**src/rtl/spi_dev_cfg_seq.sv**
```systemverilog
// spi_dev_cfg_seq: boot-time SPI device configurator (ID check, table writes, read-back verify)
module spi_dev_cfg_seq #(
  parameter int MOSI_W = 24,
  parameter int MISO_W = 8,
  parameter int N_ENTRIES = 10,
  parameter int TBL_AW = 7,
  parameter logic [12:0] ID_ADDR = 13'h001,
  parameter logic [7:0] ID_VAL = 8'h6A,
  parameter bit VERIFY_EN = 1'b1,
  parameter logic [12:0] SKIP_ADDR = 13'h0FF,
  parameter int MAX_RETRY = 3,
  parameter int TIMEOUT_CYC = 65535
) (
  input  logic              clk,
  input  logic              rst,
  input  logic              i_cfg_start,
  output logic [TBL_AW-1:0] o_tbl_addr,
  input  logic [MOSI_W-1:0] i_tbl_data,
  output logic              o_spi_wr_cmd,
  output logic              o_spi_rd_cmd,
  output logic [MOSI_W-1:0] o_spi_wr_data,
  input  logic              i_spi_busy,
  input  logic [MISO_W-1:0] i_spi_rd_data,
  input  logic              i_spi_rd_valid,
  output logic              o_cfg_busy,
  output logic              o_cfg_done,
  output logic              o_cfg_err,
  output logic [1:0]        o_err_code,
  output logic [TBL_AW-1:0] o_err_idx
);
  localparam logic [3:0] IDLE = 4'd0, ID_RD = 4'd1, ID_WAIT = 4'd2, FETCH = 4'd3,
    FETCH_WAIT = 4'd4, WR = 4'd5, WR_WAIT = 4'd6, VFY_RD = 4'd7, VFY_WAIT = 4'd8,
    DONE = 4'd9, ERR = 4'd10;
  localparam int TW = $clog2(TIMEOUT_CYC + 1);
  localparam logic [MOSI_W-1:0] WR_MASK = {1'b0, {(MOSI_W-1){1'b1}}};
  logic [3:0] state;
  logic [TBL_AW-1:0] idx;
  logic [2:0] retry;
  logic [TW-1:0] tmo;
  logic [MOSI_W-1:0] entry;
  logic seen, start_q;
  logic [12:0] e_addr;
  logic can_retry, tmo_hit, last, verify, start_edge;
  assign e_addr = entry[20:8];
  assign can_retry = retry < 3'(MAX_RETRY);
  assign tmo_hit = tmo == TW'(TIMEOUT_CYC - 1);
  assign last = idx == TBL_AW'(N_ENTRIES - 1);
  assign verify = VERIFY_EN && e_addr != SKIP_ADDR;
  assign start_edge = i_cfg_start & ~start_q;
  // Strobes are combinational so they can never fire while the master reports busy.
  assign o_spi_rd_cmd = ~i_spi_busy & (state == ID_RD | state == VFY_RD);
  assign o_spi_wr_cmd = ~i_spi_busy & (state == WR);
  assign o_spi_wr_data = o_spi_wr_cmd ? entry & WR_MASK :
    o_spi_rd_cmd ? MOSI_W'({1'b1, 2'b00, state == ID_RD ? ID_ADDR : e_addr, 8'h00}) : '0;
  assign o_tbl_addr = idx;
  assign o_cfg_busy = state != IDLE;
  assign o_cfg_done = state == DONE;
  // Sequencer: ID read, then fetch/write/verify each table entry with retries and timeouts.
  always_ff @(posedge clk) begin
    if (rst) begin
      state <= IDLE;
      idx <= '0;
      retry <= '0;
      tmo <= '0;
      entry <= '0;
      seen <= 1'b0;
      start_q <= 1'b0;
      o_cfg_err <= 1'b0;
      o_err_code <= 2'b00;
      o_err_idx <= '0;
    end else begin
      start_q <= i_cfg_start;
      tmo <= tmo + 1'b1;
      case (state)
        IDLE: if (start_edge && !i_spi_busy) begin
          state <= ID_RD;
          idx <= '0;
          retry <= '0;
          o_cfg_err <= 1'b0;
          o_err_code <= 2'b00;
          o_err_idx <= '0;
        end
        ID_RD, VFY_RD: if (!i_spi_busy) begin
          state <= state == ID_RD ? ID_WAIT : VFY_WAIT;
          tmo <= '0;
        end
        ID_WAIT: if (tmo_hit) begin
          state <= ERR;
          o_cfg_err <= 1'b1;
          o_err_code <= 2'b11;
          o_err_idx <= idx;
        end else if (i_spi_rd_valid) begin
          if (i_spi_rd_data[7:0] == ID_VAL) begin
            state <= FETCH;
            idx <= '0;
            retry <= '0;
          end else if (can_retry) begin
            state <= ID_RD;
            retry <= retry + 1'b1;
          end else begin
            state <= ERR;
            o_cfg_err <= 1'b1;
            o_err_code <= 2'b01;
            o_err_idx <= idx;
          end
        end
        FETCH: state <= FETCH_WAIT;
        FETCH_WAIT: begin
          entry <= i_tbl_data;
          state <= WR;
        end
        WR: if (!i_spi_busy) begin
          state <= WR_WAIT;
          tmo <= '0;
          seen <= 1'b0;
        end
        WR_WAIT: begin
          seen <= seen | i_spi_busy;
          if (tmo_hit) begin
            state <= ERR;
            o_cfg_err <= 1'b1;
            o_err_code <= 2'b11;
            o_err_idx <= idx;
          end else if (seen && !i_spi_busy) begin
            state <= verify ? VFY_RD : last ? DONE : FETCH;
            idx <= verify || last ? idx : idx + 1'b1;
            retry <= verify ? retry : '0;
          end
        end
        VFY_WAIT: if (tmo_hit) begin
          state <= ERR;
          o_cfg_err <= 1'b1;
          o_err_code <= 2'b11;
          o_err_idx <= idx;
        end else if (i_spi_rd_valid) begin
          if (i_spi_rd_data[7:0] == entry[7:0]) begin
            state <= last ? DONE : FETCH;
            idx <= last ? idx : idx + 1'b1;
            retry <= '0;
          end else if (can_retry) begin
            state <= WR;
            retry <= retry + 1'b1;
          end else begin
            state <= ERR;
            o_cfg_err <= 1'b1;
            o_err_code <= 2'b10;
            o_err_idx <= idx;
          end
        end
        default: state <= IDLE;
      endcase
    end
  end
endmodule

```
**config.mk**
```make
export PLATFORM = sky130hd
export DESIGN_NAME = spi_dev_cfg_seq
export DESIGN_NICKNAME = d
export VERILOG_FILES = /design/src/rtl/spi_dev_cfg_seq.sv
export SDC_FILE = /design/constraint.sdc
export NUM_CORES = 1
export LEC_CHECK = 0
export BUFFER_PORTS_ARGS = -buffer_cell sky130_fd_sc_hd__buf_4
export CORE_AREA = 3 3 81 83
export DETAILED_ROUTE_END_ITERATION = 8
export DIE_AREA = 0 0 84 86
export PLACE_DENSITY = 0.84
export REMOVE_ABC_BUFFERS = 1
export SETUP_SLACK_MARGIN = 0.5
export SYNTH_ARGS = -nofsm -noshare
export SYNTH_HDL_FRONTEND = slang
export SYNTH_SLANG_ARGS = --single-unit
```
**constraint.sdc**
```tcl
create_clock -name clk -period 6.62 [get_ports clk]
set_clock_uncertainty 0.1 [all_clocks]
set_input_delay 1.324 -clock clk [delete_from_list [all_inputs] [get_ports clk]]
set_output_delay 1.324 -clock clk [all_outputs]
set_load 0.005 [all_outputs]
```
==> metrics.md, run 1 <==
| Metric | Value |
|---|---|
| Status | complete, no violations |
| CP max FO | 12 |
| Setup bufs post-CTS | 0 |
| Post-DRT Antenna Nets | 0 |
| Number of global-route vias before repair | 3387 |
| CTS tree | built |
| Critical Path RT | 5.20 ns |
| Area occupied by multi-input gates | 0.00201 mm2 |
| Ant diodes | 0 |
| Row count | 28 |
| WP data arrival | 2.76 ns |
| Initial Util | 58.0% |
| Fmax | 239 MHz |
| PostCTS Resize Cnt | 0 |
| Critical path startpoint category | input port |
| Pin count of the biggest net entering global routing | 47 |
| CTS Hold Bufs | 0 |
| Area growth syn-to-layout | 23.7% |
| Max-cap viol count | 0 |
| Initial antenna violation count | 0 |
| Total grt overflow | 0 |
| Vias per cell | 5.79 |
| CP Class | input port to output pin |
| DRT Pass-1 Iters | 5 |
| Clock-pin slew on the worst setup and hold paths | 0.07 ns |
| Largest area contributor in the netlist | dfxtp_1 |
| Die X-Extent | 84 um |
| Largest cells by area after synthesis | dfxtp_1 38%, a21oi_1 7.9%, nand2_1 7.2% |
| Via count | 3421 |
| Pwr Total | 0.936 mW |
| P_leak | 1.62 nW |
| Yosys cell types | 57 |
| WHS | 0.354 ns |
| CTS Sinks | 65 |
| Pwr dens | 220 mW/mm2 |
| Post-synth top flop | dfxtp_1 |
| Yosys reg bits | 65 |
| Asr flop ratio synth | 0% |
| Worst setup slack after placement | 2.42 ns |
| DP HPWL | 6320 um |
| Final Max Slew Viols | 0 |
| CP bufs+invs | 2 |
| Area of the mapped netlist | 0.00343 mm2 |
| First-pass GRT wire length | 15500 um |
| Crit-path max cell delay | 0.50 ns |
| Most frequent cells in the layout | 82 x buf_4, 66 x nand2_1, 65 x dfxtp_1, 54 x a21oi_1, 37 x nor2_1 |
| Final setup viols | 0 |
| Part of the cycle the worst path needs | 63.1% |
| Register area share after synthesis | 37.9% |
| Commonest non-fill, non-tap cell in the layout | buf_4 |
| Post-synth EDFFs | 0 |
| VDD IR-drop max | 0.000135 V |
| Fill cell count | 472 |
| Port bufs | 80 |
| Final setup margin | 2.44 ns |
| Top delay family on crit path | simple AND/OR/NAND/NOR gates |
| Worst-skew pair later-pin latency | 0.34 ns |
| Post-Route WL | 9000 um |
| Slowest CP cell | or3b_2 |
| CP cell instances | buf_4 -> or3b_2 -> nor2_1 -> and2_1 -> buf_4 |
| DRT iter0 DRCs | 305 |
| H-tree Lvls | 3 |
| Chip Height | 86 um |
| Final Instance Area | 0.00425 mm2 |
| RSZ-0062 raised after global routing | false |
| # IOs | 82 |
| YS warnings | 0 |
| Cell mode on critical path | buf_4 |
| Setup_tns | 0 ns |
| Final-report hold violation count | 0 |
| Core ar. | 0.00592 mm2 |
| Syn Area/Cell | 7.73 um2 |
| Post-Synthesis Cells | 444 |
| Nets | 553 |
| Top-area cell type share of the netlist area | 37.9% |
| DR DRC count | 0 |
| Worst Max-Slew Pin Slew | 1.07 ns |
| Crit. End Element | output pin |
| CTS buffer count | 9 |
| Total Routing Usage GR | 26.0% |
| Tmin final | 4.18 ns |
| Register area | 0.00130 mm2 |
| Drt wl/cell | 15.2 um |
| Worst rel slew slack | 28.4% |
| Die ar. | 0.00722 mm2 |
| Clock tree buffer depth | 2 |
| RePlAce Congestion | 0.960 |
| Min-delay worst type | flip-flop to flip-flop |
| Dpl cell area | 0.00404 mm2 |
| Layout cells sized above 1 | 20.5% |
| Clock Tree Root | clkbuf_8 |
## layout make-up
class                           instances  share of cell area (%)
Tap cell                               75                    2.21
Sequential cell                        65                    30.6
Clock inverter                          2                   0.825
Inverter                                5                   0.442
Multi-Input combinational cell        348                    47.3
Clock buffer                           14                    4.06
Timing Repair Buffer                   82                    14.5
## through the flow
step | util [%] | cells
detailed placement | 68.2 | 575
global placement | 68.2 | 575
floorplan | - | 418
finish | 71.7 | 591
CTS | 71.7 | 591
global route | 71.7 | 591
## logic make-up (layout without fill, tap and decap cells)
kind of cell    count (synthesis)  after routing  synth area share, %
compound gates                108            108                 18.9
flops                          65             65                 37.9
simple gates                  213            213                 32.1
fa+ha+maj                       5              5                 1.82
xor+xnor                       22             22                 5.61
buf+inv                        31            103                 3.68
## routing by layer
| layer | part of all wire, % | GRT usage (%) | vias up |
|---|---|---|---|
| met4 | 1.6 | 7.16 | 0 |
| met3 | 8.5 | 8.65 | 15 |
| met2 | 47 | 44.8 | 144 |
| met5 | 0 | 0 | - |
| met1 | 42 | 31.2 | 1565 |
| li1 | - | - | 1697 |
## tightest hold or removal path, cell delays in order (launching register included)
cell and delay [ns]:
dfxtp_1 0.31, nand2_1 0.05, a21oi_1 0.05
## path summary, 6_finish.rpt
| check | from | end | slack, ns | cells after the start |
|---|---|---|---|---|
| worst min register to register | entry[21] | entry[21] | 0.35 | 2 |
| worst max register to register | state[3] | o_tbl_addr[5] | 3.80 | 6 |
| worst min-delay path | entry[21] | entry[21] | 0.35 | 2 |
| worst max-delay path | i_spi_busy | o_spi_wr_data[12] | 2.44 | 5 |
## state kept, by name, indices dropped and copies added (netlist names)
register	count
entry	23
o_err_idx	7
state	4
start_q	1
o_tbl_addr	7
o_err_code	2
o_cfg_err	1
seen	1
retry	3
tmo	16
## where the power goes
group	total [mW]	internal [mW]	switching, mW
sequential	0.427	0.402	0.0254
clock	0.351	0.205	0.147
combinational	0.157	0.0661	0.0914
total	0.936	0.673	0.263
## Yosys cell counts (all sizes together) (3+ instances only)
master and number:
nor3b 3, a21oi 54, inv 5, or3 11, nand2b 6, nand2 66, nand3 23, nand4 8
xor2 15, clkbuf 21, nor4b 3, ha 5, nand3b 3, or4 3, o211ai 10, or2 3
nor3 8, dfxtp 65, xnor2 7, nor2 37, nand4b 3, buf 5, nor2b 3, and2 24
nor4 4, o21ai 19
(Power assumes the default switching activity.)
==> inputs of run 2 (changes only) <==
--- a/config.mk
+++ b/config.mk
@@ -6,10 +6,10 @@
 export NUM_CORES = 1
 export LEC_CHECK = 0
 export BUFFER_PORTS_ARGS = -buffer_cell sky130_fd_sc_hd__buf_4
-export CORE_AREA = 3 3 81 83
+export CORE_AREA = 3 3 84 86
 export DETAILED_ROUTE_END_ITERATION = 8
-export DIE_AREA = 0 0 84 86
-export PLACE_DENSITY = 0.84
+export DIE_AREA = 0 0 87 89
+export PLACE_DENSITY = 0.79
 export REMOVE_ABC_BUFFERS = 1
 export SETUP_SLACK_MARGIN = 0.5
 export SYNTH_ARGS = -nofsm -noshare
==> constraint.sdc (replaced) <==
create_clock -name clk -period 3.9 [get_ports clk]
set_clock_uncertainty 0.1 [all_clocks]
set_input_delay 0.78 -clock clk [delete_from_list [all_inputs] [get_ports clk]]
set_output_delay 0.78 -clock clk [all_outputs]
set_load 0.005 [all_outputs]
==> metrics.md, run 2 (synthesized netlist as in run 1, its figures left out) <==
| Metric | Value |
|---|---|
| Final setup margin | 0.784 ns (-1.66 ns) |
| Core ar. | 0.00635 mm2 (+7.2%) |
| CP Class | flip-flop to output pin |
| Fill cell count | 547 (+16%) |
| Max-cap viol count | 0 (unchanged) |
| WP data arrival | 2.24 ns (-0.52 ns) |
| Ant diodes | 0 (unchanged) |
| Number of flip-flops under the largest register name | 23 (unchanged) |
| Crit-path max cell delay | 0.70 ns (+0.20 ns) |
| Layout cells sized above 1 | 21.4% (+0.84 points) |
| Drt wl/cell | 14.9 um (-2.5%) |
| Worst rel slew slack | 40.5% (+12 points) |
| Int Pwr | 1.20 mW (+79%) |
| Clock power frac | 40.0% (+2.5 points) |
| Initial Util | 54.1% (-3.9 points) |
| H-tree Lvls | 3 (unchanged) |
| Top delay family on crit path | simple AND/OR/NAND/NOR gates |
| P_leak | 1.65 nW (+1.9%) |
| Worst-skew pair later-pin latency | 0.35 ns (about the same) |
| Pwr Total | 1.65 mW (+76%) |
| First-pass GRT wire length | 14600 um (-5.7%) |
| CP cell instances | or3b_2 -> nor2_2 -> and2_1 -> buf_4 |
| Chip Height | 89 um (+3.5%) |
| CTS tree | built |
| Tmin final | 3.12 ns |
| Initial antenna violation count | 0 (unchanged) |
| Final Max Slew Viols | 0 (unchanged) |
| Crit. End Element | output pin |
| Setup_tns | 0 ns (unchanged) |
| Biggest regs | entry: 23 flops, tmo: 16 flops |
| Register share of total power | 44.0% (-1.6 points) |
| Dpl cell area | 0.00407 mm2 (+0.81%) |
| Post-DRT Antenna Nets | 0 (unchanged) |
| Core Util, Final | 67.8% (-4.0 points) |
| CP max FO | 17 (+5) |
| Nets | 557 (+0.72%) |
| Combinational Power Share | 16.1% (-0.7 points) |
| DP HPWL | 6210 um (-1.8%) |
| # IOs | 82 (unchanged) |
| Post-Route WL | 8850 um (-1.6%) |
| DRT Pass-1 Iters | 5 (unchanged) |
| CTS Sinks | 65 (unchanged) |
| Vias per cell | 5.83 (+0.78%) |
| Pin count of the biggest net entering global routing | 47 (unchanged) |
| Die ar. | 0.00774 mm2 (+7.2%) |
| RePlAce Congestion | 0.904 (-5.9%) |
| CP bufs+invs | 1 (-1) |
| CTS Hold Bufs | 0 (unchanged) |
| Worst Max-Slew Pin Slew | 0.892 ns (-0.174 ns) |
| Final-report hold violation count | 0 (unchanged) |
| Most frequent cells in the layout | 86 x buf_4, 66 x nand2_1, 65 x dfxtp_1, 54 x a21oi_1, 36 x nor2_1 |
| DRT iter0 DRCs | 194 (-36%) |
| Min-delay worst type | flip-flop to flip-flop |
| Die X-Extent | 87 um (+3.6%) |
| Area growth syn-to-layout | 25.4% |
| P_sw | 0.442 mW (+68%) |
| Most flop-heavy register | entry |
| Slowest CP cell | dfxtp_1 |
| Non-Filler Instances | 596 (+0.85%) |
| Placed insts | 581 (+1.0%) |
| Worst setup slack after placement | 0.789 ns (-1.64 ns) |
| VDD IR-drop max | 0.000263 V (+95%) |
| Setup bufs post-CTS | 0 (unchanged) |
| Total grt overflow | 0 (unchanged) |
| Final Instance Area | 0.00430 mm2 (+1.3%) |
| Commonest non-fill, non-tap cell in the layout | buf_4 |
| CTS buffer count | 9 (unchanged) |
| PostCTS Resize Cnt | 0 (unchanged) |
| Port bufs | 80 (unchanged) |
| Status | complete, no violations |
| Part of the cycle the worst path needs | 79.9% |
| Pwr dens | 383 mW/mm2 (+74%) |
| Final setup viols | 0 (unchanged) |
| Net Sw Frac | 26.8% (-1.3 points) |
| Critical Path RT | 3.02 ns (-2.18 ns) |
| Fmax | 321 MHz |
| RSZ-0062 raised after global routing | false |
| DR DRC count | 0 (unchanged) |
| Row count | 29 (+3.6%) |
| WHS | 0.355 ns (+0.00181 ns) |
| Total Routing Usage GR | 23.7% (-2.4 points) |
| Clock-pin slew on the worst setup and hold paths | 0.07 ns (about the same) |
| Register area | 0.00130 mm2 (unchanged) |
| Clock tree buffer depth | 2 (unchanged) |
| Via count | 3477 (+1.6%) |
| Area occupied by multi-input gates | 0.00201 mm2 (+0.12%) |
| Clock Tree Root | clkbuf_8 |
| Critical path startpoint category | flip-flop |
| Number of global-route vias before repair | 3218 (-5.0%) |
[run 2: cell count changes in the layout (fill, tap and decap cells not counted)]
| cell | delta |
|---|---|
| buf_4 | +4 |
| bufinv_16 | +1 |
| clkbuf_1 | -1 |
| clkinv_2 | -1 |
| nor2_1 | -1 |
| nor2_2 | +1 |
[run 2: worst register-to-register path: stages (launching register included)]
cell	delay, ns
dfxtp_1	0.70
nor3b_1	0.63
a211o_1	0.25
o211a_1	0.20
nand4_2	0.25
or3_1	0.42
a21oi_1	0.15
[run 2: layer usage]
| metal | GRT usage [%] | up-vias | routed length, um | share of wire (%) |
|---|---|---|---|---|
| met5 | 0 | - | 0 | 0 |
| met4 | 10.9 | 0 | 167 | 1.9 |
| met3 | 5.81 | 17 | 663 | 7.5 |
| met2 | 38.9 | 122 | 4170 | 47 |
| met1 | 29.3 | 1626 | 3850 | 44 |
| li1 | - | 1712 | - | - |
[run 2: power by group through the flow]
stage	clock, mW	sequential [mW]	combinational, mW
detailed placement	0	0.739	0.260
finish	0.658	0.724	0.264
floorplan	0	0.727	0.161
global route	0.693	0.728	0.295
global placement	0	0.738	0.257
CTS	0.670	0.724	0.263
[run 2: worst paths after layout]
| path | slack, ns | startpoint | depth (start not counted) | to |
|---|---|---|---|---|
| worst min register to register | 0.36 | entry[21] | 2 | entry[21] |
| worst max-delay path | 0.78 | state[0] | 4 | o_spi_wr_data[9] |
| worst min-delay path | 0.36 | entry[21] | 2 | entry[21] |
| worst max register to register | 1.12 | state[1] | 6 | o_tbl_addr[4] |
[run 2: layout make-up]
type	count	area share, %
Sequential cell	65	30.2
Clock inverter	2	1.40
Tap cell	77	2.24
Clock buffer	13	3.92
Multi-Input combinational cell	348	46.8
Timing Repair Buffer	86	15.0
Inverter	5	0.436
==> inputs of run 3 (changes only) <==
==> constraint.sdc (replaced) <==
create_clock -name clk -period 3 [get_ports clk]
set_clock_uncertainty 0.1 [all_clocks]
set_input_delay 0.6 -clock clk [delete_from_list [all_inputs] [get_ports clk]]
set_output_delay 0.6 -clock clk [all_outputs]
set_load 0.005 [all_outputs]
==> metrics.md, run 3 (synthesized netlist as in run 1, its figures left out) <==
| Metric | Value |
|---|---|
| Status | complete, no violations |
| Clock power frac | 32.8% (-7.2 points) |
| Biggest regs | entry: 23 flops, tmo: 16 flops |
| Die X-Extent | 87 um (unchanged) |
| Layout cells sized above 1 | 25.0% (+3.6 points) |
| Initial antenna violation count | 0 (unchanged) |
| Reg2reg end | o_tbl_addr[0] |
| Register share of total power | 46.5% (+2.5 points) |
| First-pass GRT wire length | 14600 um (about the same) |
| Area growth syn-to-layout | 28.7% |
| Pin count of the biggest net entering global routing | 47 (unchanged) |
| RR Startpoint | tmo[0] |
| DR DRC count | 0 (unchanged) |
| Critical Path RT | 3.11 ns (+0.09 ns) |
| Top delay family on crit path | simple AND/OR/NAND/NOR gates |
| Setup crit start | tmo[0] |
| Commonest non-fill, non-tap cell in the layout | buf_4 |
| Port bufs | 80 (unchanged) |
| Dpl cell area | 0.00411 mm2 (+0.92%) |
| Via count | 3549 (+2.1%) |
| Core Util, Final | 69.6% (+1.8 points) |
| WP data arrival | 2.50 ns (+0.26 ns) |
| Min-delay worst type | flip-flop to flip-flop |
| Setup_tns | 0 ns (unchanged) |
| Number of global-route vias before repair | 3201 (-0.53%) |
| CP bufs+invs | 1 (unchanged) |
| Nets | 571 (+2.5%) |
| CTS tree | built |
| Core ar. | 0.00635 mm2 (unchanged) |
| Placed insts | 586 (+0.86%) |
| CP cell instances | inv_1 -> ha_1 -> nand4_1 -> or4_4 -> o211a_1 -> nand4_2 -> xor2_1 -> nor2_1 |
| Net Sw Frac | 29.9% (+3.1 points) |
| Non-Filler Instances | 609 (+2.2%) |
| CTS buffer count | 9 (unchanged) |
| Fill cell count | 531 (-2.9%) |
| Int Pwr | 1.40 mW (+16%) |
| CP max FO | 6 (-11) |
| DP HPWL | 6300 um (+1.4%) |
| Total Routing Usage GR | 23.4% (-0.27 points) |
| Worst path depth | 8 (+4) |
| Row count | 29 (unchanged) |
| VDD IR-drop max | 0.000271 V (+3.1%) |
| # IOs | 82 (unchanged) |
| Tmin final | 2.40 ns |
| Number of flip-flops under the largest register name | 23 (unchanged) |
| Worst-skew pair later-pin latency | 0.34 ns (about the same) |
| Die ar. | 0.00774 mm2 (unchanged) |
| Final Max Slew Viols | 0 (unchanged) |
| Clock tree buffer depth | 2 (unchanged) |
| DRT Pass-1 Iters | 5 (unchanged) |
| Total grt overflow | 0 (unchanged) |
| Worst rel slew slack | 51.6% (+11 points) |
| CP Class | flip-flop to flip-flop |
| Post-Route WL | 9110 um (+3.0%) |
| Combinational Power Share | 20.7% (+4.6 points) |
| Critical path startpoint category | flip-flop |
| DRT iter0 DRCs | 295 (+52%) |
| P_leak | 1.73 nW (+4.5%) |
| Clock Tree Root | clkbuf_8 |
| CTS Sinks | 65 (unchanged) |
| Initial Util | 54.1% (unchanged) |
| Max-cap viol count | 0 (unchanged) |
| Clock-pin slew on the worst setup and hold paths | 0.07 ns (about the same) |
| H-tree Lvls | 3 (unchanged) |
| Reg2Reg Depth | 8 (+2) |
| R2r setup slk | 0.60 ns (-0.52 ns) |
| Ant diodes | 0 (unchanged) |
| RSZ-0062 raised after global routing | false |
| Final Instance Area | 0.00442 mm2 (+2.6%) |
| Final setup viols | 0 (unchanged) |
| P_sw | 0.596 mW (+35%) |
| Post-DRT Antenna Nets | 0 (unchanged) |
| Fmax | 417 MHz |
| Chip Height | 89 um (unchanged) |
| Pwr dens | 451 mW/mm2 (+18%) |
| Most frequent cells in the layout | 99 x buf_4, 66 x nand2_1, 61 x dfxtp_1, 54 x a21oi_1, 36 x nor2_1 |
| Crit. End Element | flip-flop |
| Most flop-heavy register | entry |
| Final-report hold violation count | 0 (unchanged) |
| Slowest CP cell | or4_4 |
| Part of the cycle the worst path needs | 80.0% |
| Vias per cell | 5.83 (-0.11%) |
| Crit-path max cell delay | 0.67 ns (-0.03 ns) |
| RePlAce Congestion | 0.907 (+0.32%) |
| Worst Max-Slew Pin Slew | 0.723 ns (-0.169 ns) |
| End of the critical path | o_tbl_addr[0] |
| Drt wl/cell | 15.0 um (+0.76%) |
[run 3: layer usage]
metal	vias to the layer above	routed length, um	global-route usage [%]
met2	140	4180	37.7
met1	1641	4070	30.6
met5	-	0	0
met4	0	263	10.5
met3	28	602	4.33
li1	1740	-	-
[run 3: final cells by class]
type                       count  area [um2]  share of cell area [%]
clock buffer                  11         151                    3.43
inverter                       5        18.8                   0.425
clock inverter                 3        17.5                   0.396
sequential                    65        1310                    29.7
timing repair buffer          99         743                    16.8
multi-input combinational    349        2080                    47.0
tap                           77        96.3                    2.18
[run 3: worst min-delay path by stage]
stage / start / to / slack (ns) / cells after the start
6_report: entry[21] / entry[21] / 0.36 / 2
5_1_grt: entry[22] / entry[22] / 0.38 / 2
4_1_cts: entry[21] / entry[21] / 0.36 / 2
3_5_place_dp: entry[22] / entry[22] / 0.35 / 2
3_3_place_gp: entry[22] / entry[22] / 0.34 / 2
2_1_floorplan: entry[21] / entry[21] / 0.33 / 2
[run 3: stage by stage]
step / worst slack, ns / total power, mW / hold slack, ns
after floorplan: 0.453 / 1.15 / 0.326
after global placement: 0.435 / 1.30 / 0.340
after detailed placement: 0.370 / 1.31 / 0.349
after CTS: 0.528 / 1.99 / 0.360
after global routing: 0.505 / 2.09 / 0.382
final: 0.601 / 1.99 / 0.358
[run 3: power by group through the flow]
| stage | Sequential (mW) | Clock, mW | Combinational, mW |
|---|---|---|---|
| global route | 0.931 | 0.708 | 0.447 |
| floorplan | 0.945 | 0 | 0.209 |
| detailed placement | 0.961 | 0 | 0.346 |
| CTS | 0.925 | 0.669 | 0.395 |
| global placement | 0.959 | 0 | 0.339 |
| finish | 0.926 | 0.654 | 0.411 |
[run 3: worst min-delay path: cells and delay by family, from the launching register on]
family / cells / cell delay, ns
AO/OA/AOI/OAI: 1 / 0.05
flip-flops: 1 / 0.31
AND/OR/NAND/NOR: 1 / 0.05
[run 3: what timing repair did]
action                     in CTS  in global routing
hold buffers                    0                  0
pin swaps                       0                  4
gates resized for setup         9                  7
gates cloned                    0                  1
hold endpoints to repair        0                  0
setup buffers                   3                  5
setup endpoints to repair      31                 27
